[config.mk]
export PLATFORM = sky130hd
export DESIGN_NAME = frv_lsu_outstanding
export DESIGN_NICKNAME = d
export VERILOG_FILES = /design/src/rtl/frv_common.sv /design/src/rtl/frv_lsu_track_fifo.sv /design/src/rtl/frv_lsu_outstanding.sv
export SDC_FILE = /design/constraint.sdc
export NUM_CORES = 1
export LEC_CHECK = 0
export CAP_MARGIN = 20
export CELL_PAD_IN_SITES_DETAIL_PLACEMENT = 1
export CELL_PAD_IN_SITES_GLOBAL_PLACEMENT = 1
export CORE_MARGIN = 2
export CORE_UTILIZATION = 21
export DETAILED_ROUTE_END_ITERATION = 8
export PLACE_DENSITY_LB_ADDON = 0.08
export SLEW_MARGIN = 0
export SYNTH_ARGS = -nofsm -noshare
export SYNTH_HDL_FRONTEND = slang
export SYNTH_SLANG_ARGS = --single-unit
[constraint.sdc]
create_clock -name g_clk -period 2.8 [get_ports g_clk]
set_input_delay 0.56 -clock g_clk [delete_from_list [all_inputs] [get_ports g_clk]]
set_output_delay 0.56 -clock g_clk [all_outputs]
set_load 0.01 [all_outputs]
[src/rtl/frv_common.sv]
// Shared constants and types for the FRV core: LSU width codes, alignment
// trap causes and the LSU outstanding-transaction tracking entry.
package frv_common;

  localparam logic [1:0] LSU_BYTE = 2'b00;
  localparam logic [1:0] LSU_HALF = 2'b01;
  localparam logic [1:0] LSU_WORD = 2'b10;

  localparam logic [5:0] TRAP_LDALIGN = 6'd4;
  localparam logic [5:0] TRAP_STALIGN = 6'd6;

  typedef struct packed {
    logic       store;
    logic [1:0] off;
    logic [1:0] width;
    logic       sign;
  } track_entry_t;

  function automatic logic lsuMisaligned(input logic [1:0] width, input logic [1:0] off);
    return ((width == LSU_HALF) && off[0]) || ((width == LSU_WORD) && (off != 2'b00));
  endfunction

endpackage

[src/rtl/frv_lsu_track_fifo.sv]
// In-order tracking queue for outstanding data-memory transactions, with a
// per-entry killed flag that a flush sets on every entry at once.
module frv_lsu_track_fifo
  import frv_common::*;
#(
  parameter int DEPTH = 2,
  localparam int PTR_W = (DEPTH > 1) ? $clog2(DEPTH) : 1,
  localparam int CNT_W = $clog2(DEPTH + 1)
) (
  input  logic               g_clk,
  input  logic               g_resetn,
  input  logic               push_i,
  input  track_entry_t       push_data_i,
  input  logic               pop_i,
  input  logic               kill_all_i,
  output logic [CNT_W-1:0]   count_o,
  output logic               empty_o,
  output track_entry_t       head_o,
  output logic               head_killed_o
);

  track_entry_t             entries_q [DEPTH];
  logic [DEPTH-1:0]         killed_q, killed_d;
  logic [PTR_W-1:0]         head_q, head_d, tail_q, tail_d;
  logic [CNT_W-1:0]         count_q, count_d;
  logic                     full, doPush, doPop;

  function automatic logic [PTR_W-1:0] ptrNext(input logic [PTR_W-1:0] p);
    if (p == PTR_W'(DEPTH - 1)) return '0;
    return p + PTR_W'(1);
  endfunction

  assign full    = (count_q == CNT_W'(DEPTH));
  assign empty_o = (count_q == '0);
  assign doPush  = push_i && !full;
  assign doPop   = pop_i && !empty_o;

  always_comb begin
    killed_d = killed_q;
    head_d   = head_q;
    tail_d   = tail_q;
    count_d  = count_q;
    if (kill_all_i) killed_d = '1;
    // A fresh entry is always live, even if a stale killed bit sat in its slot.
    if (doPush) begin
      killed_d[tail_q] = 1'b0;
      tail_d           = ptrNext(tail_q);
    end
    if (doPop) head_d = ptrNext(head_q);
    if (doPush && !doPop)      count_d = count_q + CNT_W'(1);
    else if (doPop && !doPush) count_d = count_q - CNT_W'(1);
  end

  always_ff @(posedge g_clk) begin
    if (!g_resetn) begin
      killed_q <= '0;
      head_q   <= '0;
      tail_q   <= '0;
      count_q  <= '0;
    end else begin
      killed_q <= killed_d;
      head_q   <= head_d;
      tail_q   <= tail_d;
      count_q  <= count_d;
    end
  end

  always_ff @(posedge g_clk) begin
    if (doPush) entries_q[tail_q] <= push_data_i;
  end

  assign count_o       = count_q;
  assign head_o        = entries_q[head_q];
  assign head_killed_o = killed_q[head_q];

endmodule

[src/rtl/frv_lsu_outstanding.sv]
// LSU front end that issues byte/half/word accesses to the data bus and keeps
// up to DEPTH of them in flight, completing responses strictly in order.
module frv_lsu_outstanding
  import frv_common::*;
#(
  parameter int DEPTH = 2
) (
  input  logic        g_clk,
  input  logic        g_resetn,
  input  logic        flush,
  input  logic        lsu_valid,
  input  logic        lsu_store,
  input  logic [1:0]  lsu_width,
  input  logic        lsu_signed,
  input  logic [31:0] lsu_addr,
  input  logic [31:0] lsu_wdata,
  input  logic        hold_lsu_req,
  output logic        lsu_ready,
  output logic        lsu_a_error,
  output logic        dmem_req,
  output logic        dmem_wen,
  output logic [3:0]  dmem_strb,
  output logic [31:0] dmem_wdata,
  output logic [31:0] dmem_addr,
  input  logic        dmem_gnt,
  input  logic        dmem_recv,
  input  logic [31:0] dmem_rdata,
  input  logic        dmem_error,
  output logic        dmem_ack,
  output logic        rsp_valid,
  output logic [31:0] rsp_rdata,
  output logic        rsp_error,
  input  logic        rsp_busy
);

  localparam int CNT_W = $clog2(DEPTH + 1);

  logic [CNT_W-1:0] count;
  logic             empty, headKilled, killHead, push;
  track_entry_t     pushEntry, head;
  logic [31:0]      shifted;

  assign lsu_a_error = lsu_valid && lsuMisaligned(lsu_width, lsu_addr[1:0]);
  // A request seen during flush belongs to the squashed path and never issues.
  assign dmem_req    = g_resetn && lsu_valid && !lsu_a_error && !hold_lsu_req && !flush
                       && (count < CNT_W'(DEPTH));
  assign push        = dmem_req && dmem_gnt;
  assign lsu_ready   = g_resetn && (lsu_a_error || push);
  assign dmem_wen    = lsu_store;
  assign dmem_addr   = {lsu_addr[31:2], 2'b00};

  always_comb begin
    dmem_strb  = 4'b1111;
    dmem_wdata = lsu_wdata;
    case (lsu_width)
      LSU_BYTE: begin
        dmem_strb  = 4'b0001 << lsu_addr[1:0];
        dmem_wdata = {4{lsu_wdata[7:0]}};
      end
      LSU_HALF: begin
        dmem_strb  = 4'b0011 << lsu_addr[1:0];
        dmem_wdata = {2{lsu_wdata[15:0]}};
      end
      default: ;
    endcase
  end

  always_comb begin
    pushEntry       = '0;
    pushEntry.store = lsu_store;
    pushEntry.off   = lsu_addr[1:0];
    pushEntry.width = lsu_width;
    pushEntry.sign  = lsu_signed;
  end

  frv_lsu_track_fifo #(.DEPTH(DEPTH)) u_fifo (
    .g_clk         (g_clk),
    .g_resetn      (g_resetn),
    .push_i        (push),
    .push_data_i   (pushEntry),
    .pop_i         (dmem_ack),
    .kill_all_i    (flush),
    .count_o       (count),
    .empty_o       (empty),
    .head_o        (head),
    .head_killed_o (headKilled)
  );

  // A head killed by an earlier or the current flush is drained silently.
  assign killHead  = headKilled || flush;
  assign rsp_valid = g_resetn && dmem_recv && !empty && !killHead;
  assign dmem_ack  = g_resetn && dmem_recv && !empty && (killHead || !rsp_busy);
  assign rsp_error = dmem_error;
  assign shifted   = dmem_rdata >> {head.off, 3'b000};

  always_comb begin
    rsp_rdata = shifted;
    if (head.store) begin
      rsp_rdata = '0;
    end else begin
      case (head.width)
        LSU_BYTE: rsp_rdata = {{24{head.sign && shifted[7]}}, shifted[7:0]};
        LSU_HALF: rsp_rdata = {{16{head.sign && shifted[15]}}, shifted[15:0]};
        default:  rsp_rdata = dmem_rdata;
      endcase
    end
  end

endmodule
==> run summary, run 1 <==
- completed — run status
- 1.04 mW — overall power after layout
- 291 — synthesized instance count
- -582 ps — pre-CTS setup slack
- 0 — total grt overflow
- 330 ps — highest cell delay on the worst timing path
- sky130_fd_sc_hd__edfxtp_1 15%, sky130_fd_sc_hd__buf_4 13%, sky130_fd_sc_hd__mux2i_1 11%, sky130_fd_sc_hd__mux2_2 8.4%, sky130_fd_sc_hd__dfxtp_1 5.8% — most area-consuming cells after synthesis
- 239 nW/um^2 — power density over the cells
- 17.2 um — Routed WL per cell
- output port — critical path capture point type
- 2240 ps — required time at the endpoint of the critical path
- 4 — router iterations before antenna repair
- 19 — Sinks on Clock Net
- true — RSZ-0062 raised after global routing
- 0.163 mV — Peak supply drop
- sky130_fd_sc_hd__dfxtp_2 — cell type of the slowest stage on the worst timing path
- 4.67 — post-DR vias/cell
- 3 — CTS Buf Count
- 250 ps — insertion delay of the later-clocked pin in the worst-skew pair
- 12 — number of synthesized flops with an enable pin
- 10100 um — drt total wl
- 0.209 — portion of the post-synthesis area used by sequential elements
- flop to flop — type of the tightest min-delay check
- 0 — Final Max Tran Viols
- 216 — top-level port count
- 1332 — number of filler instances in the final layout
- 39 — placement row count
- 0.157 — overall global routing resource usage
- 900 ps — register-to-register setup slack
- 0 — remaining design rule violation count
- 0 — initial antenna violation count
- 556 — net count of the finished layout
- 4040 um^2 — placement-stage cell area
- 502 um^2 — combined flip-flop and latch cell area
- 0.806 — final weighted congestion in routability-driven placement
- buf_12 -> buf_4 -> mux2i_4 -> buf_12 -> buf_12 -> mux2i_2 -> nand2_1 -> a32o_1 -> dlygate4sd2_1 — list of cells traversed by the critical path
- 4350 um^2 — finished layout cell area
- 2920 — via count of the first global-routing pass
- 0.150 — area share of the leading cell type in the synthesized netlist
- 0.274 — ratio of cells with drive above 1 in the final layout
- 22 — pin count of the biggest net entering global routing
- sky130_fd_sc_hd__clkbuf_16 — Root Driver
- flop — kind of launch point of the worst setup path
- sky130_fd_sc_hd__buf_12 — Critical Path Most Common Cell
- 2.25 ps — Layout Skew
- 1 — CTS H-tree lvls
- 2790 ps — final worst path period need
- 11300 um^2 — area inside the core boundary
- sky130_fd_sc_hd__edfxtp_1 — prevailing post-synth register cell
- 0 — number of maximum-capacitance constraint violations
- 14.9 ps — post-layout worst setup margin
- 0.995 — post-route fraction of the period consumed by the critical path
- 2400 um^2 — total standard cell area after synthesis
- 8.25 um^2 — average footprint of a synthesized cell
- 0 — Synthesis Warnings
- 0 — proportion of synthesized flip-flops having asynchronous set or reset
- 0.213 — Initial Utilization
- 111 um — floorplan die width
- sky130_fd_sc_hd__edfxtp_1 — cell type with the largest total area after synthesis
- 359 MHz — highest clock frequency the design can meet
- 81.1% — layout overhead on the synthesized area
- 46 — count of different cell masters after synthesis
- 151 — number of port buffers
- 111 um — die height
- 62 — Iter 0 DRT Violations
- 0 — endpoints failing hold
- 42 x sky130_fd_sc_hd__buf_4, 36 x sky130_fd_sc_hd__nand2_1, 26 x sky130_fd_sc_hd__mux2i_1 — commonest cells in the synthesized netlist
- 15600 um — first-pass GRT wire length
- 1630 um^2 — area of the multi-input gates
- 7800 um — estimated wirelength of the detail-placed design
- 0 — setup violation total in the final timing report
- 19 — synthesized flop and latch total
- sky130_fd_sc_hd__buf_4 — dominant cell by count in the synthesized netlist
- 2230 ps — arrival time at the worst endpoint
- 0 — diodes inserted
- 1.96 nW — leakage power
- 0 — antenna violation net count after detailed routing
- flop to output port — type of the setup path with the least slack
- 12300 um^2 — Die Area
- 2 — clock tree buffer depth
- 2746 — detailed-route via count
- done — TritonCTS clock tree
- 8 — largest fanout of any net on the critical path
- 50 ps — Worst-path clk slew
## worst max-delay path: cells and delay by family (launching register included)
| family | cells | cell delay, ps |
|---|---|---|
| mux | 2 | 480 |
| flops | 1 | 330 |
| buf+inv | 5 | 820 |
| simple gates | 1 | 90 |
| compound gates | 1 | 250 |
## per-layer routing
layer | vias to the layer above | global-route usage | part of all wire
li1 | 1322 | - | -
met1 | 1297 | 0.181 | 0.42
met5 | - | 0 | 0
met2 | 112 | 0.286 | 0.50
met4 | 0 | 0.0275 | 0.012
met3 | 15 | 0.0498 | 0.073
## metrics by stage
stage,setup TNS [ps],util,hold WS [ps],std cells
2_1_floorplan,0,-,458,292
3_3_place_gp,-15710,0.359,491,572
3_5_place_dp,-16470,0.359,494,572
4_1_cts,-1240,0.381,504,587
5_1_grt,-467,0.386,539,588
6_report,0,0.386,498,588
## cells in the final DEF (no fill, tap or decap), types with 3 or more instances in the layout
| cell | Yosys | routed |
|---|---|---|
| sky130_fd_sc_hd__a21o_1 | 16 | 16 |
| sky130_fd_sc_hd__a21oi_1 | 14 | 13 |
| sky130_fd_sc_hd__a32o_1 | 8 | 8 |
| sky130_fd_sc_hd__and2_1 | 6 | 5 |
| sky130_fd_sc_hd__buf_12 | 0 | 3 |
| sky130_fd_sc_hd__buf_2 | 2 | 10 |
| sky130_fd_sc_hd__buf_4 | 42 | 42 |
| sky130_fd_sc_hd__buf_6 | 4 | 10 |
| sky130_fd_sc_hd__clkbuf_16 | 0 | 3 |
| sky130_fd_sc_hd__clkbuf_2 | 1 | 4 |
| sky130_fd_sc_hd__clkdlybuf4s15_1 | 0 | 3 |
| sky130_fd_sc_hd__clkdlybuf4s50_1 | 0 | 106 |
| sky130_fd_sc_hd__dfxtp_1 | 7 | 6 |
| sky130_fd_sc_hd__dlygate4sd2_1 | 0 | 26 |
| sky130_fd_sc_hd__edfxtp_1 | 12 | 12 |
| sky130_fd_sc_hd__inv_1 | 6 | 6 |
| sky130_fd_sc_hd__mux2_2 | 18 | 18 |
| sky130_fd_sc_hd__mux2i_1 | 26 | 19 |
| sky130_fd_sc_hd__mux2i_2 | 0 | 5 |
| sky130_fd_sc_hd__mux2i_4 | 2 | 4 |
| sky130_fd_sc_hd__nand2_1 | 36 | 36 |
| sky130_fd_sc_hd__nand2b_1 | 4 | 4 |
| sky130_fd_sc_hd__nor2_1 | 15 | 11 |
| sky130_fd_sc_hd__nor2_2 | 0 | 3 |
| sky130_fd_sc_hd__o21ai_0 | 21 | 21 |
| sky130_fd_sc_hd__o2bb2ai_1 | 7 | 7 |
## final cells by class
cell class,count,share of cell area
Inverter,7,0.00605
Tap cell,143,0.0412
Clock buffer,4,0.0181
Multi-Input combinational cell,208,0.375
Sequential cell,19,0.115
Timing Repair Buffer,207,0.444
## where the power goes
group | total, mW | leakage (nW) | internal (mW) | switching [mW]
combinational | 0.442 | 1.75 | 0.264 | 0.178
sequential | 0.307 | 0.166 | 0.303 | 0.00402
clock | 0.288 | 0.0382 | 0.193 | 0.0949
total | 1.04 | 1.96 | 0.761 | 0.276
## what timing repair did
action,in CTS,in global routing
setup buffers,10,1
hold buffers,0,0
pin swaps,5,8
resized for setup,87,44
setup endpoints to repair,59,29
cloned,2,0
## path summary, 6_finish.rpt
path,from,end,depth (start not counted)
setup reg to reg,u_fifo.head_q$_SDFFE_PN0P_,u_fifo.count_o[1]$_SDFFE_PN0P_,8
hold reg to reg,u_fifo.tail_q$_SDFFE_PN0N_,u_fifo.killed_q[1]$_SDFF_PN0_,1
setup / recovery,flop,rsp_rdata[3],9
hold / removal,u_fifo.tail_q$_SDFFE_PN0N_,u_fifo.killed_q[1]$_SDFF_PN0_,1
## state kept, by name, indices dropped and copies added (netlist names), named ones only
| register | count |
|---|---|
| u_fifo.count_o | 2 |
| u_fifo.entries_q | 12 |
| u_fifo.head_q | 1 |
| u_fifo.killed_q | 2 |
| u_fifo.tail_q | 1 |
## cell families (layout without fill, tap and decap cells)
| group | after synthesis | in the layout | synth area share |
|---|---|---|---|
| adders and majority gates | 1 | 1 | 0.00521 |
| and+or+nand+nor | 72 | 72 | 0.139 |
| AOI/OAI and AO/OA | 82 | 83 | 0.237 |
| muxes | 46 | 46 | 0.212 |
| xor gates and xnor gates | 4 | 4 | 0.0146 |
| other | 1 | 2 | 0.00156 |
| buffers and inverters | 66 | 218 | 0.183 |
| DFF | 19 | 19 | 0.209 |
Power figures use the tool's default switching activity.
==> run 2: changes to the inputs <==
TNS_END_PERCENT = 20   (was unset)
==> run summary, run 2 (synthesis results as in run 1) <==
- 7800 um — estimated wirelength of the detail-placed design, unchanged
- 22 — pin count of the biggest net entering global routing, unchanged
- u_fifo.head_q$_SDFFE_PN0P_ — startpoint of the lowest-slack register-to-register path, unchanged
- 19 — setup violation total in the final timing report, was 0
- 0 — diodes inserted, unchanged
- 490 ps — highest cell delay on the worst timing path, was 330 ps
- flop to output port — type of the setup path with the least slack, unchanged
- 50 ps — Worst-path clk slew, about the same
- negative setup slack — failing checks
- 0 — initial antenna violation count, unchanged
- 0.0498 — GR met3 Demand/Resource, unchanged
- 1 — hold depth, unchanged
- 0.806 — final weighted congestion in routability-driven placement, unchanged
- 337 MHz — highest clock frequency the design can meet, was 359 MHz
- 4 — router iterations before antenna repair, unchanged
- 2695 — detailed-route via count, was 2746
- output port — critical path capture point type, unchanged
- 151 — number of port buffers, unchanged
- 15400 um — first-pass GRT wire length, was 15600 um
- 0.155 — overall global routing resource usage, was 0.157
- 8 — R2R depth, unchanged
- 114 x sky130_fd_sc_hd__clkdlybuf4s50_1, 46 x sky130_fd_sc_hd__buf_4, 36 x sky130_fd_sc_hd__nand2_1 — commonest cells after routing, fill and taps aside, was 106 x sky130_fd_sc_hd__clkdlybuf4s50_1, 42 x sky130_fd_sc_hd__buf_4, 36 x sky130_fd_sc_hd__nand2_1
- 0.278 — global routing met2 resource utilization, was 0.286
- 0.244 — ratio of cells with drive above 1 in the final layout, was 0.274
- 4.61 — post-DR vias/cell, was 4.67
- 1.91 nW — leakage power, was 1.96 nW
- 11300 um^2 — area inside the core boundary, unchanged
- -1540 ps — setup tns final, was 0 ps
- 1325 — number of filler instances in the final layout, was 1332
- 585 — final non-filler cell total, was 588
- 1.06 — post-route fraction of the period consumed by the critical path, was 0.995
- 12 — largest fanout of any net on the critical path, was 8
- u_fifo.tail_q$_SDFFE_PN0N_ — Hold Startpoint, unchanged
- 242 nW/um^2 — power density over the cells, was 239 nW/um^2
- -582 ps — pre-CTS setup slack, unchanged
- 2400 ps — arrival time at the worst endpoint, was 2230 ps
- 2845 — via count of the first global-routing pass, was 2920
- sky130_fd_sc_hd__clkdlybuf4s50_1 — cell type of the slowest stage on the worst timing path, was sky130_fd_sc_hd__dfxtp_2
- buffers and inverters — delay-heaviest family, CP, unchanged
- 111 um — floorplan die width, unchanged
- 0 — antenna violation net count after detailed routing, unchanged
- sky130_fd_sc_hd__clkdlybuf4s50_1 — commonest non-fill, non-tap cell in the layout, unchanged
- 0 — Final Max Tran Viols, unchanged
- met2 — grt peak-use layer, unchanged
- 499 ps — final hold slack, was 498 ps
- 0 — number of maximum-capacitance constraint violations, unchanged
- 19 — Sinks on Clock Net, unchanged
- u_fifo.killed_q[1]$_SDFF_PN0_ — hold path endpoint, unchanged
- u_fifo.count_o[1]$_SDFFE_PN0P_ — reg-to-reg endpoint, unchanged
- 0.380 — share of the core filled with cells, was 0.386
- -164 ps — post-layout worst setup margin, was 14.9 ps
- flop — kind of launch point of the worst setup path, unchanged
- 78.3% — layout overhead on the synthesized area, was 81.1%
- 3 — CTS Buf Count, unchanged
- 2.64 ps — Layout Skew, was 2.25 ps
- 1 — CTS H-tree lvls, unchanged
- 0 — total grt overflow, unchanged
- 12300 um^2 — Die Area, unchanged
- done — TritonCTS clock tree, unchanged
- 0 — remaining design rule violation count, unchanged
- sky130_fd_sc_hd__buf_12 — Critical Path Most Common Cell, unchanged
- 2 — clock tree buffer depth, unchanged
- true — RSZ-0062 raised after global routing, unchanged
- sky130_fd_sc_hd__clkbuf_16 — Root Driver, unchanged
- finished with violations — run status, was completed
- 553 — net count of the finished layout, was 556
- 4 — WP buf/inv, was 5
- 9750 um — drt total wl, was 10100 um
- 0 — count of hold-fix buffers inserted at cts, unchanged
- 0.213 — Initial Utilization, unchanged
- 2240 ps — required time at the endpoint of the critical path, about the same
- 216 — top-level port count, unchanged
- 0.163 mV — Peak supply drop, about the same
- 47 — Iter 0 DRT Violations, was 62
- flop to flop — type of the tightest min-delay check, unchanged
- 2960 ps — final worst path period need, was 2790 ps
- 0 — endpoints failing hold, unchanged
- u_fifo.entries_q — register with the highest flop count, unchanged
- 16.7 um — Routed WL per cell, was 17.2 um
- 0.182 — met1 Track Usage GR, was 0.181
- 12 — max FFs per register, unchanged
- 111 um — die height, unchanged
- 39 — placement row count, unchanged
- 572 — placed instance count, unchanged
- buf_12 -> buf_4 -> mux2i_4 -> buf_12 -> mux2i_2 -> nand2_1 -> a32o_1 -> clkdlybuf4s50_1 — list of cells traversed by the critical path, was buf_12 -> buf_4 -> mux2i_4 -> buf_12 -> buf_12 -> mux2i_2 -> nand2_1 -> a32o_1 -> dlygate4sd2_1
- 250 ps — insertion delay of the later-clocked pin in the worst-skew pair, about the same
- 880 ps — register-to-register setup slack, was 900 ps
-- run 2: per-stage QoR --
stage | power (mW) | cell area [um^2]
3_5_place_dp | 0.753 | 4040
2_1_floorplan | 0.518 | 2400
5_1_grt | 1.09 | 4280
6_report | 1.04 | 4280
3_3_place_gp | 0.751 | 4040
4_1_cts | 1.05 | 4230
-- run 2: worst max path at each step --
stage                               from             to  slack (ps)  cells past startpoint
after floorplan           dmem_rdata[15]  rsp_rdata[21]         400                      6
after global placement    dmem_rdata[15]  rsp_rdata[13]        -560                      7
after detailed placement  dmem_rdata[15]   rsp_rdata[8]        -580                      7
after CTS                           flop   rsp_rdata[3]        -190                      8
after global routing                flop   rsp_rdata[3]        -270                      8
final                               flop   rsp_rdata[3]        -160                      8
-- run 2: final cells by class --
type,instances,area (um^2),share of cell area
multi-input cells,208,1570,0.366
repair buffers,204,1920,0.450
well taps,143,179,0.0418
inverters,7,26.3,0.00614
clock buffers,4,78.8,0.0184
flip-flops and latches,19,502,0.117
-- run 2: report_power, final --
part / internal (mW) / switching [mW]
Sequential: 0.303 / 0.00396
Combinational: 0.268 / 0.174
Clock: 0.193 / 0.0940
Total: 0.764 / 0.272
-- run 2: worst register-to-register path: stages (launching register included) --
cell and delay [ps]:
sky130_fd_sc_hd__dfxtp_1 380, sky130_fd_sc_hd__nor2b_1 70, sky130_fd_sc_hd__a211oi_2 280, sky130_fd_sc_hd__a21oi_1 150
sky130_fd_sc_hd__buf_4 160, sky130_fd_sc_hd__inv_1 50, sky130_fd_sc_hd__ha_1 240, sky130_fd_sc_hd__or3_1 340
sky130_fd_sc_hd__a21boi_0 160
-- run 2: per-layer routing --
metal / wire length [um] / part of all wire
met1: 4120 / 0.42
met2: 4810 / 0.49
met3: 725 / 0.074
met4: 98 / 0.010
met5: 0 / 0
-- run 2: repair_timing --
item,4_1_cts,5_1_grt
buffers inserted,5,4
gates resized for setup,75,18
pin swaps,5,1
endpoints found under the setup margin,59,30
cloned,1,0
